### config.mk
export PLATFORM = sky130hd
export DESIGN_NAME = mul_int_iter
export DESIGN_NICKNAME = d
export VERILOG_FILES = /design/src/rtl/alu_mul_pkg.sv /design/src/rtl/mul_booth_step.sv /design/src/rtl/mul_int_iter.sv
export SDC_FILE = /design/constraint.sdc
export NUM_CORES = 1
export LEC_CHECK = 0
export ABC_AREA = 1
export CAP_MARGIN = 25
export CORE_UTILIZATION = 35
export CTS_CLUSTER_DIAMETER = 60
export DETAILED_ROUTE_END_ITERATION = 12
export PLACE_DENSITY = 0.61
export SYNTH_ARGS = -nofsm -noshare
export SYNTH_HDL_FRONTEND = slang
export SYNTH_SLANG_ARGS = --single-unit
### constraint.sdc
create_clock -name clk_i -period 6.6 [get_ports clk_i]
set_clock_uncertainty 0.05 [all_clocks]
set_input_delay 0.66 -clock clk_i [delete_from_list [all_inputs] [get_ports clk_i]]
set_output_delay 0.66 -clock clk_i [all_outputs]
set_load 0.02 [all_outputs]
### src/rtl/alu_mul_pkg.sv
`default_nettype none
// ============================================================================
// Module   : alu_mul_pkg
// Purpose  : Shared types and helpers for the iterative radix-4 Booth
//            integer multiplier (mul_int_iter and mul_booth_step).
//            - mul_op_e    : RISC-V result-half / signedness selector
//            - state_e     : control FSM states
//            - booth_sel_t : one-hot partial-product select
//            - booth_digit : radix-4 Booth recoding of one bit triplet
// Revision : 1.0  initial release
// ============================================================================
package alu_mul_pkg;

  typedef enum logic [1:0] {
    MUL    = 2'd0,
    MULH   = 2'd1,
    MULHSU = 2'd2,
    MULHU  = 2'd3
  } mul_op_e;

  typedef enum logic [1:0] {
    S_IDLE = 2'd0,
    S_BUSY = 2'd1,
    S_DONE = 2'd2
  } state_e;

  // One-hot select; all-zero means the digit contributes nothing.
  typedef struct packed {
    logic neg2x;
    logic neg1x;
    logic pos2x;
    logic pos1x;
  } booth_sel_t;

  // Triplet is {b[2k+1], b[2k], b[2k-1]}; digit value = -2*t2 + t1 + t0.
  function automatic booth_sel_t booth_digit(input logic [2:0] trip, output logic neg);
    booth_sel_t sel;
    sel = '0;
    case (trip)
      3'b001, 3'b010: sel.pos1x = 1'b1;
      3'b011:         sel.pos2x = 1'b1;
      3'b100:         sel.neg2x = 1'b1;
      3'b101, 3'b110: sel.neg1x = 1'b1;
      default:        sel = '0;
    endcase
    neg = sel.neg2x | sel.neg1x;
    return sel;
  endfunction

endpackage
`default_nettype wire

### src/rtl/mul_booth_step.sv
`default_nettype none
// ============================================================================
// Module   : mul_booth_step
// Purpose  : Combinational accumulation of DIGITS_PER_CYC radix-4 Booth
//            partial products into a 2*WIDTH+4-bit accumulator.
// Ports    : i_acc   accumulator before this step
//            i_a_ext multiplicand, already extended to WIDTH+2 bits
//            i_trip  one Booth triplet per digit slot (slot 0 in LSBs)
//            i_base  digit index of slot 0
//            o_acc   accumulator after this step
// Revision : 1.0  initial release
// ============================================================================
module mul_booth_step
  import alu_mul_pkg::*;
#(
  parameter int WIDTH          = 32,
  parameter int DIGITS_PER_CYC = 2,
  parameter int CNT_W          = 5
) (
  input  logic [2*WIDTH+3:0]          i_acc,
  input  logic [WIDTH+1:0]            i_a_ext,
  input  logic [3*DIGITS_PER_CYC-1:0] i_trip,
  input  logic [CNT_W-1:0]            i_base,
  output logic [2*WIDTH+3:0]          o_acc
);

  localparam int c_ew = WIDTH + 2;
  localparam int c_aw = 2*WIDTH + 4;
  localparam int c_n  = (WIDTH + 2) / 2;

  logic [c_aw-1:0] w_a_sx;

  assign w_a_sx = {{(c_aw-c_ew){i_a_ext[c_ew-1]}}, i_a_ext};

  // Partial product for digit k, aligned to bit 2k. Negation is ~x with the
  // +1 injected at bit 2k, which equals -(x << 2k) modulo 2^c_aw.
  function automatic logic [c_aw-1:0] pp_term(input logic [c_aw-1:0] a_sx,
                                              input logic [2:0] trip,
                                              input int k);
    booth_sel_t      sel;
    logic            neg;
    logic [c_aw-1:0] mag;
    logic [c_aw-1:0] one;
    sel = booth_digit(trip, neg);
    mag = '0;
    one = '0;
    if (sel.pos1x || sel.neg1x)
      mag = a_sx;
    else if (sel.pos2x || sel.neg2x)
      mag = a_sx << 1;
    if (neg) begin
      mag    = ~mag;
      one[0] = 1'b1;
    end
    return (mag << (2*k)) + (one << (2*k));
  endfunction

  // Slots past the last digit (final, partial step) contribute nothing.
  always_comb begin
    o_acc = i_acc;
    for (int j = 0; j < DIGITS_PER_CYC; j++) begin
      if (int'(i_base) + j < c_n)
        o_acc = o_acc + pp_term(w_a_sx, i_trip[3*j +: 3], int'(i_base) + j);
    end
  end

endmodule
`default_nettype wire

### src/rtl/mul_int_iter.sv
`default_nettype none
// ============================================================================
// Module   : mul_int_iter
// Purpose  : Iterative radix-4 Booth integer multiplier with valid/ready
//            handshake, kill, and MUL/MULH/MULHSU/MULHU result selection.
// Ports    : clk_i, rst_i           clock, synchronous active-high reset
//            in_vld_i / in_rdy_o    request handshake (op_i, a_i, b_i)
//            kill_i                 abort in-flight op, blocks acceptance
//            out_vld_o / out_rdy_i  result handshake (res_o)
// Revision : 1.0  initial release
// ============================================================================
module mul_int_iter
  import alu_mul_pkg::*;
#(
  parameter int WIDTH          = 32,
  parameter int DIGITS_PER_CYC = 2,
  parameter int OUT_FLOP_EN    = 1
) (
  input  logic             clk_i,
  input  logic             rst_i,
  input  logic             in_vld_i,
  output logic             in_rdy_o,
  input  logic [1:0]       op_i,
  input  logic [WIDTH-1:0] a_i,
  input  logic [WIDTH-1:0] b_i,
  input  logic             kill_i,
  output logic             out_vld_o,
  input  logic             out_rdy_i,
  output logic [WIDTH-1:0] res_o
);

  localparam int c_ew = WIDTH + 2;
  localparam int c_aw = 2*WIDTH + 4;
  localparam int c_n  = (WIDTH + 2) / 2;
  localparam int c_cw = $clog2(c_n + DIGITS_PER_CYC + 1);
  localparam int c_bw = c_ew + 1 + 2*DIGITS_PER_CYC;

  state_e                      r_state;
  mul_op_e                     r_op;
  logic [c_ew-1:0]             r_a_ext;
  logic [c_bw-1:0]             r_b_sh;   // {pad, b_ext, b[-1]=0}, shifted per step
  logic [c_aw-1:0]             r_acc;
  logic [c_cw-1:0]             r_cnt;
  logic [WIDTH-1:0]            r_res;
  logic                        r_out_vld;

  logic [c_aw-1:0]             w_acc_next;
  logic [c_cw-1:0]             w_cnt_next;
  logic [3*DIGITS_PER_CYC-1:0] w_trip;
  logic                        w_last;
  logic                        w_accept;
  logic                        w_a_sgn;
  logic                        w_b_sgn;
  logic [c_ew-1:0]             w_a_cap;
  logic [c_ew-1:0]             w_b_cap;
  logic [WIDTH-1:0]            w_res_sel;

  assign w_a_sgn = (op_i == MULH) || (op_i == MULHSU);
  assign w_b_sgn = (op_i == MULH);
  assign w_a_cap = {{2{w_a_sgn & a_i[WIDTH-1]}}, a_i};
  assign w_b_cap = {{2{w_b_sgn & b_i[WIDTH-1]}}, b_i};

  // Kill wins over any handoff in the same cycle.
  assign in_rdy_o = !kill_i && ((r_state == S_IDLE) || ((r_state == S_DONE) && out_rdy_i));
  assign w_accept = in_vld_i && in_rdy_o;

  assign w_cnt_next = r_cnt + c_cw'(DIGITS_PER_CYC);
  assign w_last     = (r_state == S_BUSY) && (w_cnt_next >= c_cw'(c_n));

  // The low bit triplets of the shift register are always the next digits.
  genvar gj;
  generate
    for (gj = 0; gj < DIGITS_PER_CYC; gj++) begin : g_trip
      assign w_trip[3*gj +: 3] = r_b_sh[2*gj +: 3];
    end
  endgenerate

  mul_booth_step #(
    .WIDTH          (WIDTH),
    .DIGITS_PER_CYC (DIGITS_PER_CYC),
    .CNT_W          (c_cw)
  ) u_step (
    .i_acc   (r_acc),
    .i_a_ext (r_a_ext),
    .i_trip  (w_trip),
    .i_base  (r_cnt),
    .o_acc   (w_acc_next)
  );

  assign w_res_sel = (r_op == MUL) ? w_acc_next[WIDTH-1:0] : w_acc_next[2*WIDTH-1:WIDTH];

  always_ff @(posedge clk_i) begin
    if (rst_i) begin
      r_state   <= S_IDLE;
      r_op      <= MUL;
      r_a_ext   <= '0;
      r_b_sh    <= '0;
      r_acc     <= '0;
      r_cnt     <= '0;
      r_res     <= '0;
      r_out_vld <= 1'b0;
    end else if (kill_i) begin
      r_state   <= S_IDLE;
      r_out_vld <= 1'b0;
    end else begin
      case (r_state)
        S_IDLE: ;
        S_BUSY: begin
          r_acc  <= w_acc_next;
          r_cnt  <= w_cnt_next;
          r_b_sh <= r_b_sh >> (2*DIGITS_PER_CYC);
          if (w_last) begin
            r_res <= w_res_sel;
            // Unregistered mode: a consumer taking the result during the
            // final step skips DONE entirely.
            if (OUT_FLOP_EN == 0 && out_rdy_i) begin
              r_state <= S_IDLE;
            end else begin
              r_state   <= S_DONE;
              r_out_vld <= 1'b1;
            end
          end
        end
        S_DONE: begin
          if (out_rdy_i) begin
            r_state   <= S_IDLE;
            r_out_vld <= 1'b0;
          end
        end
        default: r_state <= S_IDLE;
      endcase
      // Acceptance from IDLE or a same-cycle handoff out of DONE.
      if (w_accept) begin
        r_state <= S_BUSY;
        r_op    <= mul_op_e'(op_i);
        r_a_ext <= w_a_cap;
        r_b_sh  <= {{(2*DIGITS_PER_CYC){1'b0}}, w_b_cap, 1'b0};
        r_acc   <= '0;
        r_cnt   <= '0;
      end
    end
  end

  generate
    if (OUT_FLOP_EN != 0) begin : g_out_flop
      assign out_vld_o = r_out_vld;
      assign res_o     = r_res;
    end else begin : g_out_comb
      assign out_vld_o = r_out_vld | (w_last & ~kill_i & ~rst_i);
      assign res_o     = w_last ? w_res_sel : r_res;
    end
  endgenerate

endmodule
`default_nettype wire

# ---- Word-level counts from Yosys, hierarchy flattened
# Cells that the tools add are included.
dict set report word_totals {
  ff_bits 182
  in_bits 71
  output_inout_bits 34
  elab_cells 124
}
dict set report op_classes {
  add_sub_neg 6
  order_cmp 3
  eq_ne 21
  shift 4
  muxes 46
  bitwise_logic 8
  n_reduce_logical 27
}
# cell count
set ops {}
lappend ops {{$mux W68} 14}
lappend ops {{$add A68 B68 Y68} 4}
lappend ops {{$not A68 Y68} 2}
lappend ops {{$mux W39} 2}
lappend ops {{$shl A1 B32 Y68} 1}
lappend ops {{$shl A1 B6 Y68} 1}
lappend ops {{$shl A68 B32 Y68} 1}
lappend ops {{$shl A68 B6 Y68} 1}
lappend ops {{$lt A32 B6 Y1 const B} 1}
lappend ops {{$mux W32} 1}
lappend ops {{$mux W1} 23}
lappend ops {{$eq A3 B3 Y1 const B} 6}
lappend ops {{$eq A3 B2 Y1 const B} 4}
lappend ops {{$reduce_and A3 Y1} 4}
lappend ops {{$mux W5} 2}
lappend ops {{$reduce_or A2 Y1} 5}
lappend ops {{$add A5 B1 Y6 const B} 1}
lappend ops {{$eq A3 B1 Y1 const B} 2}
lappend ops {{$logic_or A1 B1 Y1} 6}
lappend ops {{$ne A2 B2 Y1 const B} 3}
lappend ops {{$ne A3 B3 Y1 const B} 2}
lappend ops {{$pmux W2 S3} 1}
lappend ops {{$add A5 B2 Y5 const B} 1}
lappend ops {{$ge A5 B5 Y1 const B} 1}
lappend ops {{14 further kinds} 26}

# ---- Depth between registers and ports, before layout
dict set report logic_depth {
  depth_word 18
  ltp_mapped 52
  mapped_depth_nobuf 51
}

# ---- Modules after synthesis
# From an unflattened synthesis, not the netlist that was laid out.
dict set report unflattened {
  hier_cells 5023
  hier_area_um2 28192.0
}
# module n_inst cells_each area_per_inst_um2 seq_area_each_um2
set modules_own_cells {}
lappend modules_own_cells {mul_booth_step 1 3885 20662.3 0.0}
lappend modules_own_cells {mul_int_iter 1 1138 7529.7 3523.4}

# ---- Worst setup path after synthesis
# OpenSTA, ideal clock, no wires.
dict set report synth_path {
  path_kind {register to register}
  from {register r_b_sh[2]}
  to {register r_res[11], in the netlist res_o[11]}
  setup_time_ns 0.132
  arrival_time_ns 6.108
  required_time_ns 6.418
  path_slack_ns 0.310
  stages_incl_launch_ff 40
  path_buffers 2
  synth_period_minus_slack_ns 6.290
  path_cell_list {dfxtp_1 > inv_2 > nor2_2 > inv_4 > buf_8 > buf_4 > xor2_1 > nand2_1 > o21ai_1 > o21ai_0 > o21ai_0 > or2_2 > fa_1 > inv_1 > ha_1 > nand2_1 > o21ai_0 > nand2_1 > [... 4 more ...] > or2_2 > nand2_1 > inv_1 > fa_1 > ha_1 > a21oi_1 > inv_1 > nor2_1 > a21boi_1 > a21boi_0 > nand2_1 > a21oi_1 > or2_1 > nand3_1 > nand3_1 > nand3_1 > nand2_1 > a21oi_1}
}
dict set report synth_between {
  elab_chain_len 17
  word_cells_on_any_way 65
  classes_between {add/sub (4); eq/ne (12); shift (4); mux (33); bitwise (4); reduce/logical (8)}
}
# item line
set synth_rtl {}
lappend synth_rtl {{start, declared} mul_int_iter.sv:41} ;# logic [c_bw-1:0] r_b_sh;
lappend synth_rtl {{start signal, assigned} mul_int_iter.sv:111} ;# r_b_sh <= r_b_sh >> (2*DIGITS_PER_CYC);
lappend synth_rtl {{start signal, assigned} mul_int_iter.sv:137} ;# r_b_sh <= {{(2*DIGITS_PER_CYC){1'b0}}, w_b_cap, 1'b0};
lappend synth_rtl {{$eq A3 B1 Y1 (tied with other cells)} alu_mul_pkg.sv:39} ;# case (trip)
lappend synth_rtl {{$reduce_or A2 Y1 or $mux W1 (tied branches)} alu_mul_pkg.sv:39}
lappend synth_rtl {{$mux W1 (on tied branches)} {alu_mul_pkg.sv:39, mul_booth_step.sv:62}}
lappend synth_rtl {{$mux W1 or $logic_or A1 B1 Y1 (tied branches)} {mul_booth_step.sv:62, mul_booth_step.sv:49}}
lappend synth_rtl {{$logic_or A1 B1 Y1 or $mux W68 (tied branches)} {mul_booth_step.sv:47, mul_booth_step.sv:49}}
lappend synth_rtl {{$mux W68} mul_booth_step.sv:47} ;# if (sel.pos1x || sel.neg1x)
lappend synth_rtl {{$mux W68} mul_booth_step.sv:62} ;# if (int'(i_base) + j < c_n)
lappend synth_rtl {{$not A68 Y68} mul_booth_step.sv:52} ;# mag = ~mag;
lappend synth_rtl {{$mux W68} mul_booth_step.sv:51} ;# if (neg) begin
lappend synth_rtl {{$mux W68} mul_booth_step.sv:62}
lappend synth_rtl {{$shl A68 B6 Y68} mul_booth_step.sv:55} ;# return (mag << (2*k)) + (one << (2*k));
lappend synth_rtl {{$add A68 B68 Y68} mul_booth_step.sv:55}
lappend synth_rtl {{$add A68 B68 Y68} mul_booth_step.sv:63} ;# o_acc = o_acc + pp_term(w_a_sx, i_trip[3*j +: 3], int'(i_base) + j);
lappend synth_rtl {{$mux W68} mul_booth_step.sv:62}
lappend synth_rtl {{$add A68 B68 Y68} mul_booth_step.sv:63}
lappend synth_rtl {{$mux W68 (*)} mul_booth_step.sv:62}
lappend synth_rtl {{$mux W32 (*)} mul_int_iter.sv:90} ;# assign w_res_sel = (r_op == MUL) ? w_acc_next[WIDTH-1:0] : w_acc_next[2*WIDTH-1:WIDTH];
lappend synth_rtl {{end signal, assigned} mul_int_iter.sv:113} ;# r_res <= w_res_sel;
lappend synth_rtl {{end, declared} mul_int_iter.sv:44} ;# logic [WIDTH-1:0] r_res;
# Every way passes the cells marked *; elsewhere a longest branch is shown, timed or not. The select of a mux whose other input is x is not followed.
# A chain may end at the register's enable or synchronous reset.

# ---- Worst setup path after layout
dict set report layout_path {
  from {register r_b_sh[0]}
  to {register r_res[10], in the netlist res_o[10]}
}
dict set report layout_between {
  elab_chain_len 17
  word_cells_on_any_way 35
  classes_between {add/sub (3); eq/ne (6); shift (2); mux (18); bitwise (2); reduce/logical (4)}
}
# item line
set layout_rtl {}
lappend layout_rtl {{$eq A3 B1 Y1 (tied with other cells)} alu_mul_pkg.sv:39}
lappend layout_rtl {{$reduce_or A2 Y1 or $mux W1 (tied branches)} alu_mul_pkg.sv:39}
lappend layout_rtl {{$mux W1 (on tied branches)} {alu_mul_pkg.sv:39, mul_booth_step.sv:62}}
lappend layout_rtl {{$mux W1 or $logic_or A1 B1 Y1 (tied branches)} {mul_booth_step.sv:62, mul_booth_step.sv:49}}
lappend layout_rtl {{$logic_or A1 B1 Y1 or $mux W68 (tied branches)} {mul_booth_step.sv:47, mul_booth_step.sv:49}}
lappend layout_rtl {{$mux W68} mul_booth_step.sv:47}
lappend layout_rtl {{$mux W68} mul_booth_step.sv:62}
lappend layout_rtl {{$not A68 Y68} mul_booth_step.sv:52}
lappend layout_rtl {{$mux W68} mul_booth_step.sv:51}
lappend layout_rtl {{$mux W68} mul_booth_step.sv:62}
lappend layout_rtl {{$shl A68 B6 Y68} mul_booth_step.sv:55}
lappend layout_rtl {{$add A68 B68 Y68 (*)} mul_booth_step.sv:55}
lappend layout_rtl {{$add A68 B68 Y68 (*)} mul_booth_step.sv:63}
lappend layout_rtl {{$mux W68 (*)} mul_booth_step.sv:62}
lappend layout_rtl {{$add A68 B68 Y68} mul_booth_step.sv:63}
lappend layout_rtl {{$mux W68 (*)} mul_booth_step.sv:62}
lappend layout_rtl {{$mux W32 (*)} mul_int_iter.sv:90}
# Marked as above.

==> metrics.md <==
| Metric | Value |
|---|---|
| Sequential power share | `0.167` |
| Logic gate share of total power | `0.675` |
| Setup WS post-layout | `-0.528 ns` |
| Max-cap violations | `0` |
| Hold Fails Final Rpt | `0` |
| I/O Pins | `105` |
| Vias per cell | `5.23` |
| Clock slew at reported path FFs | `0.09 ns` |
| Core area | `69,100 µm²` |
| Final setup vio count | `75` |
| Row count | `96` |
| Library cells used by synthesis | `67` |
| Ratio of cells with drive above 1 in the final layout | `0.368` |
| Tmin final | `7.13 ns` |
| WL/cell | `21.5 µm` |
| Post-Syn Area | `24,600 µm²` |
| DRT antenna net count | `0` |
| Crit path max fanout | `8` |
| # clock sinks | `172` |
| Slew @ Worst Pin | `1.16 ns` |
| Dpl hpwl | `110 mm` |
| Critical path startpoint category | `flop` |
| Commonest cells after routing, fill and taps aside | `1,029 x buf_4, 1,025 x nand2_1, 455 x inv_1` |
| First-pass GRT wire length | `191 mm` |
| #FFs+latches synth | `172` |
| P_int | `0.00363 W` |
| Pre-antenna DRT Iters | `5` |
| 1st-iter DRT viols | `2,710` |
| Chip width | `267 µm` |
| I/O Buffers | `104` |
| ANT cells | `0` |
| Top area cells in the synthesized netlist | `nand2_1 17%, dfxtp_1 14%, ha_1 11%` |
| Data arrival, critical path | `7.42 ns` |
| Hold_sp | `res_o[27]` |
| CP required | `6.89 ns` |
| Vias in the first global route | `30,600` |
| WL met3 | `7.05 mm` |
| WL met2 | `62.1 mm` |
| Min-delay worst type | `reg2reg` |
| Critical path origin | `r_b_sh[0]` |
| Nets | `5,523` |
| Failing checks | `negative setup slack` |
| Area grow syn2layout | `58.9%` |
| Final Slew Violations | `0` |
| GRT Total Usage | `0.364` |
| Syn. warnings | `0` |
| Status | `finished, violations left` |
| Syn avg cell area | `5.89 µm²` |
| Clock Latency Late Sink | `0.51 ns` |
| Clk root buf | `clkbuf_16` |
| Crit Path Category | `reg2reg` |
| Share of Yosys cell area claimed by the top area cell type | `0.173` |
| Crit end category | `flop` |
| Final GP Congestion | `1.06` |
| Die area | `71,200 µm²` |
| Switching Fraction | `0.469` |
| Placed insts | `6,030` |
| H-tree levels | `4` |
| Slew headroom | `0.225` |
| DR vias | `32,100` |
| Routed WL | `132 mm` |
| Synth area leader | `nand2_1` |
| Period Utilization, post-route | `1.08` |
| Switching pwr | `0.00321 W` |
| Highest routed layer | `met5` |
| Commonest non-fill, non-tap cell in the layout | `buf_4` |
| Metal-1 WL | `55.6 mm` |
| Total grt overflow | `0` |
| Final total negative setup slack | `-25.42 ns` |
| CTS buffer count | `17` |
| Synth Instances | `4,173` |
| Peak VDD IR | `175 µV` |
| Drt drc | `0` |
| Largest net degree at the start of global routing | `99` |
| Reg-to-Reg Start | `r_b_sh[0]` |
| # hold bufs at CTS | `0` |
| Seq/Total Area, Yosys | `0.140` |
| Die Y | `267 µm` |
| Cell mode on critical path | `nand2_1` |
| Peak Freq | `0.140 GHz` |
| CP max stage delay | `0.59 ns` |
| TritonCTS clock tree | `built` |
| Critical path's slowest cell | `fa_2` |
| Antenna violations before repair | `4` |
| Post-Layout Cell Count | `6,136` |
| Fillcell total | `6,995` |
| Power Density | `175 nW/µm²` |
| Leak | `17.8 nW` |
| Starting density of the core | `0.356` |
| RSZ-0062 raised after global routing | `true` |
| Tot Pwr | `0.00684 W` |
| Clock network power share | `0.158` |
| CTS Buffer Depth | `2` |
-- cell families after synthesis --
kind of cell,share of synthesized area
buffers and inverters,0.113
adder cells (fa/ha/maj),0.148
multiplexers,0.00698
other,0.000306
XOR/XNOR,0.0410
flip-flops,0.140
AND/OR/NAND/NOR,0.324
AO/OA/AOI/OAI,0.226
-- Yosys cell counts (all sizes together) --
| cell | number |
|---|---|
| a21o | 19 |
| a22o | 1 |
| o21bai | 29 |
| dfxtp | 172 |
| or2 | 45 |
| a221oi | 10 |
| nand3 | 246 |
| a21boi | 17 |
| fa | 50 |
| nand3b | 11 |
| xnor2 | 21 |
| nor3 | 33 |
| o221ai | 2 |
| a2bb2oi | 1 |
| nand2 | 1152 |
| nor2 | 403 |
| o21a | 7 |
| a21oi | 316 |
| o211ai | 15 |
| o211a | 1 |
| nor4 | 11 |
| a211oi | 9 |
| o21ai | 437 |
| conb | 2 |
| inv | 502 |
| nand4 | 18 |
| o31ai | 1 |
| a31oi | 72 |
| o22ai | 48 |
| clkbuf | 115 |
| a31o | 3 |
| buf | 69 |
| mux2i | 16 |
| xor2 | 94 |
| and2 | 4 |
| o221a | 3 |
| clkinv | 3 |
| and3 | 4 |
| ha | 210 |
| mux2 | 1 |
-- per-layer routing --
metal | track usage | vias up
li1 | - | 15700
met4 | 0.185 | 4
met3 | 0.0431 | 264
met5 | 0 | -
met1 | 0.456 | 15000
met2 | 0.612 | 1074
-- final timing paths --
kind | to | slack, ns | depth (start not counted)
setup / recovery | res_o[10] | -0.53 | 43
hold / removal | res_o[27] | 0.41 | 2
setup reg to reg | res_o[10] | -0.53 | 43
hold reg to reg | res_o[27] | 0.41 | 2
-- cell type report --
class                   instances  area (µm²)  share of cell area
multi-input cells            3329       22700               0.581
flip-flops and latches        172        3460              0.0886
clock buffers                  17         425              0.0109
repair buffers               1167        9250               0.237
inverters                     505        1910              0.0489
well taps                     931        1160              0.0298
clock inverters                15         148             0.00378
-- critical path: cells and delay by family, from the launching register on --
family / cells / cell delay [ns]
adders and majority gates: 4 / 1.70
DFF: 1 / 0.38
buffers and inverters: 11 / 1.18
AOI/OAI and AO/OA: 6 / 0.83
muxes: 1 / 0.24
xor gates and xnor gates: 1 / 0.16
and+or+nand+nor: 20 / 2.38
-- repair_timing --
action                                  CTS  global route
resized for setup                       679           302
buffers inserted                         52            23
endpoints found under the setup margin   85            83
endpoints found under the hold margin     0             0
pin swaps                               178           143
gates cloned                              1             0
-- flip-flops by register name (all words and copies together), names as in the netlist --
signal     flops
r_op           2
r_a_ext       33
r_b_sh        34
out_vld_o      1
r_acc         64
r_cnt          4
res_o         32
r_state        2
-- power by group through the flow --
stage / Clock, W / Sequential (W) / Combinational [W]
after floorplan: 0 / 0.00115 / 0.00170
after global placement: 0 / 0.00116 / 0.00380
after detailed placement: 0 / 0.00116 / 0.00379
after CTS: 0.00109 / 0.00114 / 0.00431
after global routing: 0.00112 / 0.00115 / 0.00489
final: 0.00108 / 0.00114 / 0.00462
-- stage by stage --
step | setup slack, ns | area (µm²) | hold slack [ns] | util
finish | -0.528 | 39000 | 0.415 | 0.565
detailed placement | -1.36 | 33500 | 0.405 | 0.486
floorplan | 0.310 | 24600 | 0.391 | -
global placement | -1.36 | 33500 | 0.400 | 0.486
global route | -0.872 | 39000 | 0.431 | 0.565
CTS | -0.413 | 37500 | 0.416 | 0.543
(Power assumes the default switching activity.)
